`src/rtl/node_interface_pkg.sv`:
```
// Shared types and helpers for the NoC node endpoint: packet layout, field accessors, saturating add.
`ifndef NODES
`define NODES 16
`endif

package node_interface_pkg;

  localparam int NODES    = `NODES;
  localparam int ID_W     = $clog2(NODES);
  localparam int DATA_W   = 32;
  localparam int PKT_TS_W = 16;

  typedef logic [ID_W-1:0]     node_id_t;
  typedef logic [DATA_W-1:0]   payload_t;
  typedef logic [PKT_TS_W-1:0] stamp_t;

  typedef struct packed {
    node_id_t src;
    node_id_t dest;
    payload_t data;
    stamp_t   ts;
  } packet_t;

  function automatic packet_t pkt_make(node_id_t src, node_id_t dest, payload_t data, stamp_t ts);
    packet_t p;
    p.src  = src;
    p.dest = dest;
    p.data = data;
    p.ts   = ts;
    return p;
  endfunction

  function automatic node_id_t pkt_src(packet_t p);
    return p.src;
  endfunction

  function automatic node_id_t pkt_dest(packet_t p);
    return p.dest;
  endfunction

  function automatic payload_t pkt_data(packet_t p);
    return p.data;
  endfunction

  function automatic stamp_t pkt_ts(packet_t p);
    return p.ts;
  endfunction

  // Adds step to val and clamps at max; the 65-bit sum cannot overflow for any counter up to 64 bits.
  function automatic logic [63:0] sat_inc(logic [63:0] val, logic [63:0] step, logic [63:0] max);
    logic [64:0] sum;
    sum = {1'b0, val} + {1'b0, step};
    return (sum > {1'b0, max}) ? max : sum[63:0];
  endfunction

endpackage

```
`src/rtl/node_interface_if.sv`:
```
// Bundle of core-side, network-side and statistics signals of one node endpoint.
interface node_interface_if #(
  parameter int FIFO_DEPTH = 4,
  parameter int TS_W       = node_interface_pkg::PKT_TS_W,
  parameter int CNT_W      = 32,
  parameter int LVL_W      = $clog2(FIFO_DEPTH) + 1
);
  import node_interface_pkg::*;

  logic             core_req_val;
  node_id_t         core_req_dest;
  payload_t         core_req_data;
  logic             core_req_rdy;

  packet_t          net_tx_data;
  logic             net_tx_val;
  logic             net_tx_en;
  packet_t          net_rx_data;
  logic             net_rx_val;

  logic             rx_val;
  node_id_t         rx_src;
  payload_t         rx_data;
  logic [TS_W-1:0]  rx_latency;
  logic [CNT_W-1:0] tx_count;
  logic [CNT_W-1:0] rx_count;
  logic [CNT_W-1:0] lat_sum;
  logic [TS_W-1:0]  lat_max;
  logic             err_misroute;
  logic [LVL_W-1:0] tx_level;

  modport slave (
    input  core_req_val, core_req_dest, core_req_data, net_tx_en, net_rx_data, net_rx_val,
    output core_req_rdy, net_tx_data, net_tx_val, rx_val, rx_src, rx_data, rx_latency,
           tx_count, rx_count, lat_sum, lat_max, err_misroute, tx_level
  );

  modport master (
    output core_req_val, core_req_dest, core_req_data, net_tx_en, net_rx_data, net_rx_val,
    input  core_req_rdy, net_tx_data, net_tx_val, rx_val, rx_src, rx_data, rx_latency,
           tx_count, rx_count, lat_sum, lat_max, err_misroute, tx_level
  );

endinterface

```
`src/rtl/node_tx_fifo.sv`:
```
// Synchronous show-ahead FIFO; a push is visible on head_o one cycle later.
// full_o is registered so the producer's ready never depends combinationally on pop_i.
module node_tx_fifo #(
  parameter int DEPTH = 4,
  parameter int WIDTH = 8
) (
  input  logic                   clk_i,
  input  logic                   reset_i,
  input  logic                   push_i,
  input  logic [WIDTH-1:0]       push_dat_i,
  input  logic                   pop_i,
  output logic [WIDTH-1:0]       head_o,
  output logic                   full_o,
  output logic                   empty_o,
  output logic [$clog2(DEPTH):0] level_o
);

  localparam int AW = $clog2(DEPTH);

  logic [WIDTH-1:0] mem_q [DEPTH];
  logic [AW-1:0]    wr_ptr_q, wr_ptr_d;
  logic [AW-1:0]    rd_ptr_q, rd_ptr_d;
  logic [AW:0]      cnt_q, cnt_d;
  logic             do_push, do_pop;

  assign full_o  = (cnt_q == (AW+1)'(DEPTH));
  assign empty_o = (cnt_q == '0);
  assign level_o = cnt_q;
  assign head_o  = mem_q[rd_ptr_q];

  assign do_push = push_i && !full_o;
  assign do_pop  = pop_i && !empty_o;

  always_comb begin
    wr_ptr_d = wr_ptr_q;
    rd_ptr_d = rd_ptr_q;
    cnt_d    = cnt_q;
    if (do_push) wr_ptr_d = wr_ptr_q + AW'(1);
    if (do_pop)  rd_ptr_d = rd_ptr_q + AW'(1);
    case ({do_push, do_pop})
      2'b10:   cnt_d = cnt_q + (AW+1)'(1);
      2'b01:   cnt_d = cnt_q - (AW+1)'(1);
      default: cnt_d = cnt_q;
    endcase
  end

  // Storage is cleared on reset so the head reads zero until the first push.
  always_ff @(posedge clk_i) begin
    if (reset_i) begin
      wr_ptr_q <= '0;
      rd_ptr_q <= '0;
      cnt_q    <= '0;
      for (int i = 0; i < DEPTH; i++) mem_q[i] <= '0;
    end else begin
      wr_ptr_q <= wr_ptr_d;
      rd_ptr_q <= rd_ptr_d;
      cnt_q    <= cnt_d;
      if (do_push) mem_q[wr_ptr_q] <= push_dat_i;
    end
  end

endmodule

```
`src/rtl/node_interface.sv`:
```
// Node endpoint of the mesh local port: buffers core requests for injection, delivers and profiles arrivals.
// TX head visible 1 cycle after push and held until the network enables it; RX is never stalled, 1-cycle delivery.
module node_interface
  import node_interface_pkg::*;
#(
  parameter int NODE_ID    = 0,
  parameter int FIFO_DEPTH = 4,
  parameter int TS_W       = PKT_TS_W,
  parameter int CNT_W      = 32
) (
  input logic              clk,
  input logic              reset,
  node_interface_if.slave  node_if
);

  localparam int           LVL_W   = $clog2(FIFO_DEPTH) + 1;
  localparam node_id_t     SELF_ID = node_id_t'(NODE_ID);
  localparam logic [63:0]  CNT_MAX = (64'd1 << CNT_W) - 64'd1;

  logic             push, pop, full, empty;
  logic [LVL_W-1:0] level;
  packet_t          push_pkt, head_pkt;
  logic [TS_W-1:0]  arr_lat;

  logic [TS_W-1:0]  cyc_q, cyc_d;
  logic [CNT_W-1:0] tx_count_q, tx_count_d;
  logic             rx_val_q, rx_val_d;
  node_id_t         rx_src_q, rx_src_d;
  payload_t         rx_data_q, rx_data_d;
  logic [TS_W-1:0]  rx_latency_q, rx_latency_d;
  logic [CNT_W-1:0] rx_count_q, rx_count_d;
  logic [CNT_W-1:0] lat_sum_q, lat_sum_d;
  logic [TS_W-1:0]  lat_max_q, lat_max_d;
  logic             err_q, err_d;

  assign push     = node_if.core_req_val && !full;
  assign pop      = !empty && node_if.net_tx_en;
  assign push_pkt = pkt_make(SELF_ID, node_if.core_req_dest, node_if.core_req_data, PKT_TS_W'(cyc_q));

  node_tx_fifo #(
    .DEPTH (FIFO_DEPTH),
    .WIDTH ($bits(packet_t))
  ) u_tx_fifo (
    .clk_i      (clk),
    .reset_i    (reset),
    .push_i     (push),
    .push_dat_i (push_pkt),
    .pop_i      (pop),
    .head_o     (head_pkt),
    .full_o     (full),
    .empty_o    (empty),
    .level_o    (level)
  );

  // Modular subtraction gives the right latency even when the counter has wrapped since injection.
  assign arr_lat = cyc_q - TS_W'(pkt_ts(node_if.net_rx_data));

  always_comb begin
    cyc_d        = cyc_q + TS_W'(1);
    tx_count_d   = tx_count_q;
    rx_val_d     = node_if.net_rx_val;
    rx_src_d     = rx_src_q;
    rx_data_d    = rx_data_q;
    rx_latency_d = rx_latency_q;
    rx_count_d   = rx_count_q;
    lat_sum_d    = lat_sum_q;
    lat_max_d    = lat_max_q;
    err_d        = err_q;
    if (pop) begin
      tx_count_d = CNT_W'(sat_inc(64'(tx_count_q), 64'd1, CNT_MAX));
    end
    if (node_if.net_rx_val) begin
      rx_src_d     = pkt_src(node_if.net_rx_data);
      rx_data_d    = pkt_data(node_if.net_rx_data);
      rx_latency_d = arr_lat;
      rx_count_d   = CNT_W'(sat_inc(64'(rx_count_q), 64'd1, CNT_MAX));
      lat_sum_d    = CNT_W'(sat_inc(64'(lat_sum_q), 64'(arr_lat), CNT_MAX));
      lat_max_d    = (arr_lat > lat_max_q) ? arr_lat : lat_max_q;
      if (pkt_dest(node_if.net_rx_data) != SELF_ID) err_d = 1'b1;
    end
  end

  always_ff @(posedge clk) begin
    if (reset) begin
      cyc_q        <= '0;
      tx_count_q   <= '0;
      rx_val_q     <= 1'b0;
      rx_src_q     <= '0;
      rx_data_q    <= '0;
      rx_latency_q <= '0;
      rx_count_q   <= '0;
      lat_sum_q    <= '0;
      lat_max_q    <= '0;
      err_q        <= 1'b0;
    end else begin
      cyc_q        <= cyc_d;
      tx_count_q   <= tx_count_d;
      rx_val_q     <= rx_val_d;
      rx_src_q     <= rx_src_d;
      rx_data_q    <= rx_data_d;
      rx_latency_q <= rx_latency_d;
      rx_count_q   <= rx_count_d;
      lat_sum_q    <= lat_sum_d;
      lat_max_q    <= lat_max_d;
      err_q        <= err_d;
    end
  end

  assign node_if.core_req_rdy = !full;
  assign node_if.net_tx_val   = !empty;
  assign node_if.net_tx_data  = head_pkt;
  assign node_if.tx_level     = level;
  assign node_if.rx_val       = rx_val_q;
  assign node_if.rx_src       = rx_src_q;
  assign node_if.rx_data      = rx_data_q;
  assign node_if.rx_latency   = rx_latency_q;
  assign node_if.tx_count     = tx_count_q;
  assign node_if.rx_count     = rx_count_q;
  assign node_if.lat_sum      = lat_sum_q;
  assign node_if.lat_max      = lat_max_q;
  assign node_if.err_misroute = err_q;

endmodule
```
`src/flat_wrapper.sv`:
```
// flat-port wrapper written by rule: the top's interface ports become plain ports
module node_interface_flat import node_interface_pkg::*;
#(
  parameter int NODE_ID    = 0,
  parameter int FIFO_DEPTH = 4,
  parameter int TS_W       = PKT_TS_W,
  parameter int CNT_W      = 32
)
  (clk, reset, node_if_core_req_val, node_if_core_req_dest, node_if_core_req_data, node_if_net_tx_en, node_if_net_rx_data, node_if_net_rx_val, node_if_core_req_rdy, node_if_net_tx_data, node_if_net_tx_val, node_if_rx_val, node_if_rx_src, node_if_rx_data, node_if_rx_latency, node_if_tx_count, node_if_rx_count, node_if_lat_sum, node_if_lat_max, node_if_err_misroute, node_if_tx_level);
  node_interface_if #(.FIFO_DEPTH(FIFO_DEPTH), .TS_W(TS_W), .CNT_W(CNT_W)) node_if_i ();
  input logic clk;
  input logic reset;
  input wire logic [$bits(node_if_i.core_req_val)-1:0] node_if_core_req_val;
  input wire logic [$bits(node_if_i.core_req_dest)-1:0] node_if_core_req_dest;
  input wire logic [$bits(node_if_i.core_req_data)-1:0] node_if_core_req_data;
  input wire logic [$bits(node_if_i.net_tx_en)-1:0] node_if_net_tx_en;
  input wire logic [$bits(node_if_i.net_rx_data)-1:0] node_if_net_rx_data;
  input wire logic [$bits(node_if_i.net_rx_val)-1:0] node_if_net_rx_val;
  output wire logic [$bits(node_if_i.core_req_rdy)-1:0] node_if_core_req_rdy;
  output wire logic [$bits(node_if_i.net_tx_data)-1:0] node_if_net_tx_data;
  output wire logic [$bits(node_if_i.net_tx_val)-1:0] node_if_net_tx_val;
  output wire logic [$bits(node_if_i.rx_val)-1:0] node_if_rx_val;
  output wire logic [$bits(node_if_i.rx_src)-1:0] node_if_rx_src;
  output wire logic [$bits(node_if_i.rx_data)-1:0] node_if_rx_data;
  output wire logic [$bits(node_if_i.rx_latency)-1:0] node_if_rx_latency;
  output wire logic [$bits(node_if_i.tx_count)-1:0] node_if_tx_count;
  output wire logic [$bits(node_if_i.rx_count)-1:0] node_if_rx_count;
  output wire logic [$bits(node_if_i.lat_sum)-1:0] node_if_lat_sum;
  output wire logic [$bits(node_if_i.lat_max)-1:0] node_if_lat_max;
  output wire logic [$bits(node_if_i.err_misroute)-1:0] node_if_err_misroute;
  output wire logic [$bits(node_if_i.tx_level)-1:0] node_if_tx_level;
  assign node_if_i.core_req_val = node_if_core_req_val;
  assign node_if_i.core_req_dest = node_if_core_req_dest;
  assign node_if_i.core_req_data = node_if_core_req_data;
  assign node_if_i.net_tx_en = node_if_net_tx_en;
  assign node_if_i.net_rx_data = node_if_net_rx_data;
  assign node_if_i.net_rx_val = node_if_net_rx_val;
  assign node_if_core_req_rdy = node_if_i.core_req_rdy;
  assign node_if_net_tx_data = node_if_i.net_tx_data;
  assign node_if_net_tx_val = node_if_i.net_tx_val;
  assign node_if_rx_val = node_if_i.rx_val;
  assign node_if_rx_src = node_if_i.rx_src;
  assign node_if_rx_data = node_if_i.rx_data;
  assign node_if_rx_latency = node_if_i.rx_latency;
  assign node_if_tx_count = node_if_i.tx_count;
  assign node_if_rx_count = node_if_i.rx_count;
  assign node_if_lat_sum = node_if_i.lat_sum;
  assign node_if_lat_max = node_if_i.lat_max;
  assign node_if_err_misroute = node_if_i.err_misroute;
  assign node_if_tx_level = node_if_i.tx_level;
  node_interface #(.NODE_ID(NODE_ID), .FIFO_DEPTH(FIFO_DEPTH), .TS_W(TS_W), .CNT_W(CNT_W)) u_core (.clk(clk), .reset(reset), .node_if(node_if_i));
endmodule
```
`config.mk`:
```
export PLATFORM = sky130hd
export DESIGN_NAME = node_interface_flat
export DESIGN_NICKNAME = d
export VERILOG_FILES = /design/src/rtl/node_interface_pkg.sv /design/src/rtl/node_interface_if.sv /design/src/rtl/node_tx_fifo.sv /design/src/rtl/node_interface.sv /design/src/flat_wrapper.sv
export SDC_FILE = /design/constraint.sdc
export NUM_CORES = 1
export LEC_CHECK = 0
export CAP_MARGIN = 5
export CORE_ASPECT_RATIO = 1.4
export CORE_MARGIN = 5
export CORE_UTILIZATION = 45
export DETAILED_ROUTE_END_ITERATION = 8
export PLACE_DENSITY = 0.69
export SYNTH_ARGS = -nofsm -noshare
export SYNTH_HDL_FRONTEND = slang
export SYNTH_SLANG_ARGS = --single-unit
```
`constraint.sdc`:
```
create_clock -name clk -period 9.9 [get_ports clk]
set_clock_uncertainty 0.15 [all_clocks]
set_input_delay 0.99 -clock clk [delete_from_list [all_inputs] [get_ports clk]]
set_output_delay 0.99 -clock clk [all_outputs]
set_load 0.005 [all_outputs]
```
# Word-level counts from Yosys, hierarchy flattened
# Memory sizes are Yosys's and may differ from the RTL's. A register that Yosys moved wholly into a read port is not among the register bits.
# Index checks and enable logic that the tools add are counted.
[totals] ff_bits=189 ramBits=208 in_bits=97 mem_count=1
[mem_list] name="u_core.u_tx_fifo.mem_q" depth=4 width=52 read_ports=1 rd_ports_with_merged_regs=1 write_ports=4 line="node_tx_fifo.sv:20" text="logic [WIDTH-1:0] mem_q [DEPTH];"
[classes] add_sub_neg=9 magnitude_cmp=4 n_eq_ne=3 n_mux=14 n_reduce_logical=12
[op_table] op="33-bit by 32-bit > comparator with 1-bit output (second input constant)" count=3
[op_table] op="32-bit two-way mux" count=3
[op_table] op="32-bit by 1-bit adder with 33-bit output (second input constant)" count=2
[op_table] op="52-bit two-way mux" count=1
[op_table] op="52-bit OR reduction" count=1
[op_table] op="32-bit by 16-bit adder with 33-bit output" count=1
[op_table] op="16-bit by 1-bit adder with 16-bit output (second input constant)" count=1
[op_table] op="16-bit > comparator" count=1
[op_table] op="16-bit subtractor" count=1
[op_table] op="1-bit two-way mux" count=6
[op_table] op="2-bit two-way mux" count=3
[op_table] op="3-bit one-hot mux with 2 select lines" count=1
[op_table] op="2-bit by 1-bit adder with 2-bit output (second input constant)" count=2
[op_table] op="1-bit logical AND" count=4
[op_table] op="2-bit AND reduction" count=2
[op_table] op="4-bit nonzero test" count=1
[op_table] op="3-bit by 1-bit adder with 3-bit output (second input constant)" count=1
[op_table] op="3-bit == test (second input constant)" count=1
[op_table] op="3-bit zero test" count=1
[op_table] op="3-bit by 1-bit subtractor with 3-bit output (second input constant)" count=1
[op_table] op="2-bit by 1-bit == test with 1-bit output (second input constant)" count=1
[op_table] op="2-bit == test (second input constant)" count=1
[op_table] op="1-bit zero test" count=2
[op_table] op="2-bit nonzero test" count=1

# Logic depth before layout (Yosys ltp)
[logic_depth] ltp_word=9 depth_mapped=21 mapped_depth_nobuf=19

# Cells and area by module
# From an unflattened synthesis, not the netlist that was laid out.
[hier_totals] cells_unflattened=1843 area_unflattened_um2=20523.4
[modules_own_cells] mod="node_interface" n_inst=1 cells_each=1249 area_each_um2=10477.5 seq_area_each_um2=3643.5
[modules_own_cells] mod="node_tx_fifo" n_inst=1 cells_each=594 area_each_um2=10045.9 seq_area_each_um2=6906.6

# Worst setup path before layout
# No wires, ideal clock.
[synth_path] path_kind="input to register" start="in node_if_core_req_val" end="mem u_core.u_tx_fifo.mem_q[1][0] in the netlist's numbering, enable pin" arrival_time_ps=4815 t_required_ps=9216 setup_slack_ps=4401 path_stages=2 path_cell_list="nand2_1 -> o21ai_0"
[synth_lines] item="start, declared" line="flat_wrapper.sv:13" text="input wire logic [$bits(node_if_i.core_req_val)-1:0] node_if_core_req_val;"
[synth_lines] item="end, declared" line="node_tx_fifo.sv:20"

# Worst setup path in the final report
[layout_path] start="in node_if_net_rx_data[1]" end="reg u_core.lat_sum_q[17] (netlist: u_core.node_if.lat_sum[17])"
[layout_between] elab_chain_len=4
[layout_rtl] item="start, declared" line="flat_wrapper.sv:17" text="input wire logic [$bits(node_if_i.net_rx_data)-1:0] node_if_net_rx_data;"
[layout_rtl] item="16-bit subtractor (*)" line="node_interface.sv:56" text="assign arr_lat = cyc_q - TS_W'(pkt_ts(node_if.net_rx_data));"
[layout_rtl] item="net u_core.arr_lat[13]" line="node_interface.sv:23" text="logic [TS_W-1:0] arr_lat;"
[layout_rtl] item="32-bit by 16-bit adder with 33-bit output (*)" line="node_interface_pkg.sv:52" text="sum = {1'b0, val} + {1'b0, step};"
[layout_rtl] item="33-bit by 32-bit > comparator with 1-bit output" line="node_interface_pkg.sv:53" text="return (sum > {1'b0, max}) ? max : sum[63:0];"
[layout_rtl] item="32-bit two-way mux (*)" line="node_interface_pkg.sv:53"
[layout_rtl] item="end signal, assigned" line="node_interface.sv:103" text="lat_sum_q <= lat_sum_d;"
[layout_rtl] item="end, declared" line="node_interface.sv:32" text="logic [CNT_W-1:0] lat_sum_q, lat_sum_d;"
# Mark *: on every way through the listed nets, which the timed path passes. The rest lies on a longest branch.
# A chain may end at the register's enable or synchronous reset.

==> impl_results.md <==
- Met3 GRT Util: 5.91%
- Hold Slack: 0.323 ns
- Fin cells: 2730
- Crit-path max FO: 27
- Max Slew Vio Count: 0
- Xor/xnor share of the synthesized area: 2.46%
- Final HPWL DP: 35400 µm
- Die footprint: 47800 µm²
- Hold path depth: 2
- Drt total wl: 52400 µm
- Startpoint types: primary input
- Pwr Density: 199 nW/µm²
- Starting DRT DRC Count: 783
- Critical path required time: 10.13 ns
- Flops & latches, synth: 399
- Finished Cell Area: 24500 µm²
- Synth warn: 0
- Clk sinks: 399
- Die Height: 257 µm
- Vias in the first global route: 15300
- Area growth, synth to finish: 25.5%
- Cell area after placement: 23100 µm²
- Largest net degree at the start of global routing: 92
- Most frequent cells in the layout: clkdlybuf4s50_1, nor2_1, edfxtp_1
- Final setup vio count: 0
- Global Route Usage Sum: 21.1%
- Std-Cell Rows: 90
- Clock root cell: clkbuf_16
- Clk buf depth: 3
- Commonest non-fill, non-tap cell in the layout: clkdlybuf4s50_1
- Layout cells sized above 1: 8.28%
- Post-synthesis cell area: 19600 µm²
- DR vias: 15200
- Post-Syn Instances: 1877
- Initial Util: 45.5%
- Routed len/inst: 19.2 µm
- Global-route wire length before repair: 81700 µm
- Cts repair resizes: 0
- Crit end category: register
- GR Util met1: 25.0%
- Final Wtd Congestion: 0.916
- Core area: 43000 µm²
- Top_reg_cell synth: edfxtp_1
- Gr ovfl total: 0
- TritonCTS clock tree: done
- Latest clock arrival within the worst-skew pair: 0.55 ns
- Most Used Layer, Global Route: met2
- Fillers: 3697
- Arr. time, crit path: 6.35 ns
- Synthesized area per cell: 10.4 µm²
- H-tree level count: 2
- WS Path Type: in -> reg
- Met2 Use GR: 37.2%
- Antenna Nets Post-Route: 0
- Final nets: 2297
- CTS Hold Bufs: 0
- Period utilization: 61.8%
- Post-synth EDFFs: 208
- Setup bufs post-CTS: 0
- Initial antenna violation count: 2
- CTS Buf Count: 42
- Setup_tns: 0 ns
- I/O Pins: 324
- Multiplexer area fraction after synthesis: 9.21%
- Hold Path Class: reg -> reg
- Simple-Gate Fraction of Synth Area: 19.2%
- R2R depth: 15
- Die X: 186 µm
- Synth Area in Adders: 3.76%
- Hold Violations, Final: 0
- Relative slew slack: 29.6%
- Least-Margin Pin Slew: 1.03 ns
- Max Cap Viol: 0
- IO Port Bufs: 319
- Maximum vdd drop: 0.132 mV
- Post-Place Cells: 2651
- Count of cell types in the netlist: 78
- Router iterations before antenna repair: 5
- # DRC: 0
- Seq/Total Area, Yosys: 51.5%
- Fmax achieved: 0.163 GHz
- Compound-Gate Fraction of Synth Area: 9.09%
- FFs w/ async S/R, synth: 0%
- Vias per Instance: 5.57
- Post-route minimum period: 6.12 ns
- Leak: 9.55 nW
- Status: finished, final reports clean
- Largest family of logic cells by synthesized area: simple AND/OR/NAND/NOR gates
- Reg clk slew, reported paths: 0.06 ns
- RSZ-0062 raised after global routing: false
==> through the flow <==
| step | utilization, % | setup WS [ns] | total power [mW] |
|---|---|---|---|
| 2_1_floorplan | - | 4.40 | 2.75 |
| 3_3_place_gp | 53.8 | 3.30 | 3.33 |
| 3_5_place_dp | 53.8 | 3.21 | 3.35 |
| 4_1_cts | 57.0 | 3.78 | 4.95 |
| 5_1_grt | 57.0 | 3.25 | 5.13 |
| 6_report | 57.0 | 3.78 | 4.89 |
==> Yosys cell counts (all sizes together), types with 16 or more instances <==
library cell / instances / share of area (%)
a21oi: 51 / 1.3
a311oi: 24 / 1.1
and2: 60 / 1.9
and3: 44 / 1.4
and4: 16 / 0.72
buf: 42 / 1.1
clkbuf: 75 / 1.4
dfxtp: 191 / 20
edfxtp: 208 / 32
ha: 54 / 3.5
inv: 114 / 2.2
mux2i: 63 / 3.2
mux4: 52 / 6.0
nand2: 113 / 2.2
nand3: 62 / 1.6
nand4: 29 / 0.96
nor2: 294 / 5.7
nor3: 71 / 1.8
nor4: 25 / 1.0
o21ai: 58 / 1.5
xnor2: 17 / 0.76
xor2: 38 / 1.7
==> state kept, by name, indices dropped and copies added, names as in the netlist, 4 cells and up, named ones only <==
| signal | cells |
|---|---|
| u_core.u_tx_fifo.mem_q | 208 |
| u_core.node_if.lat_sum | 32 |
| u_core.node_if.rx_count | 32 |
| u_core.node_if.rx_data | 32 |
| u_core.node_if.tx_count | 32 |
| u_core.cyc_q | 16 |
| u_core.node_if.lat_max | 16 |
| u_core.node_if.rx_latency | 16 |
| u_core.node_if.rx_src | 4 |
==> metal layers <==
metal | vias up | share of wire (%)
li1 | 7312 | -
met1 | 7270 | 38
met2 | 531 | 50
met3 | 87 | 9.0
met4 | 0 | 2.4
met5 | - | 0
==> cells by family after synthesis <==
family                   count (synthesis)
AO/OA/AOI/OAI                          255
XOR/XNOR                                55
adder cells (fa/ha/maj)                 57
buffers and inverters                  231
flip-flops                             399
multiplexers                           115
other                                    1
AND/OR/NAND/NOR                        764
==> critical path: stages <==
cell             delay (ns)
clkdlybuf4s50_1        0.51
inv_1                  0.06
ha_1                   0.28
nor2b_1                0.15
o31a_1                 0.25
o21ai_0                0.43
a211oi_1               0.23
o311ai_0               0.52
a21boi_0               0.62
ha_1                   0.37
a21o_1                 0.19
a21o_1                 0.17
a221oi_1               0.41
a211o_1                0.79
nand3_1                0.15
o22ai_1                0.18
nor3_1                 0.07
==> power breakdown <==
part | leakage [nW] | total, mW | switching [mW] | internal (mW)
clock network | 0.684 | 1.59 | 0.658 | 0.932
logic | 5.13 | 1.21 | 0.572 | 0.638
registers | 3.74 | 2.09 | 0.167 | 1.92
==> area by class of cell <==
cell class,instances,area (µm²),share of cell area [%]
well taps,552,691,2.81
clock buffers,52,1150,4.68
diodes,3,7.51,0.0306
repair buffers,336,3320,13.5
inverters,114,428,1.74
multi-input cells,1250,8630,35.2
clock inverters,24,245,0.999
flip-flops and latches,399,10100,41.1
==> final timing paths <==
path / start / end / slack, ns
max: node_if_net_rx_data[1] / u_core.node_if.lat_sum[17]$_SDFFE_PP0P_ / 3.78
min: u_core.node_if.rx_latency[15]$_SDFFE_PP0P_ / u_core.node_if.rx_latency[15]$_SDFFE_PP0P_ / 0.32
max reg2reg: u_core.cyc_q[2]$_SDFF_PP0_ / u_core.node_if.lat_sum[17]$_SDFFE_PP0P_ / 4.15
min reg2reg: u_core.node_if.rx_latency[15]$_SDFFE_PP0P_ / u_core.node_if.rx_latency[15]$_SDFFE_PP0P_ / 0.32
(Power assumes the default switching activity.)
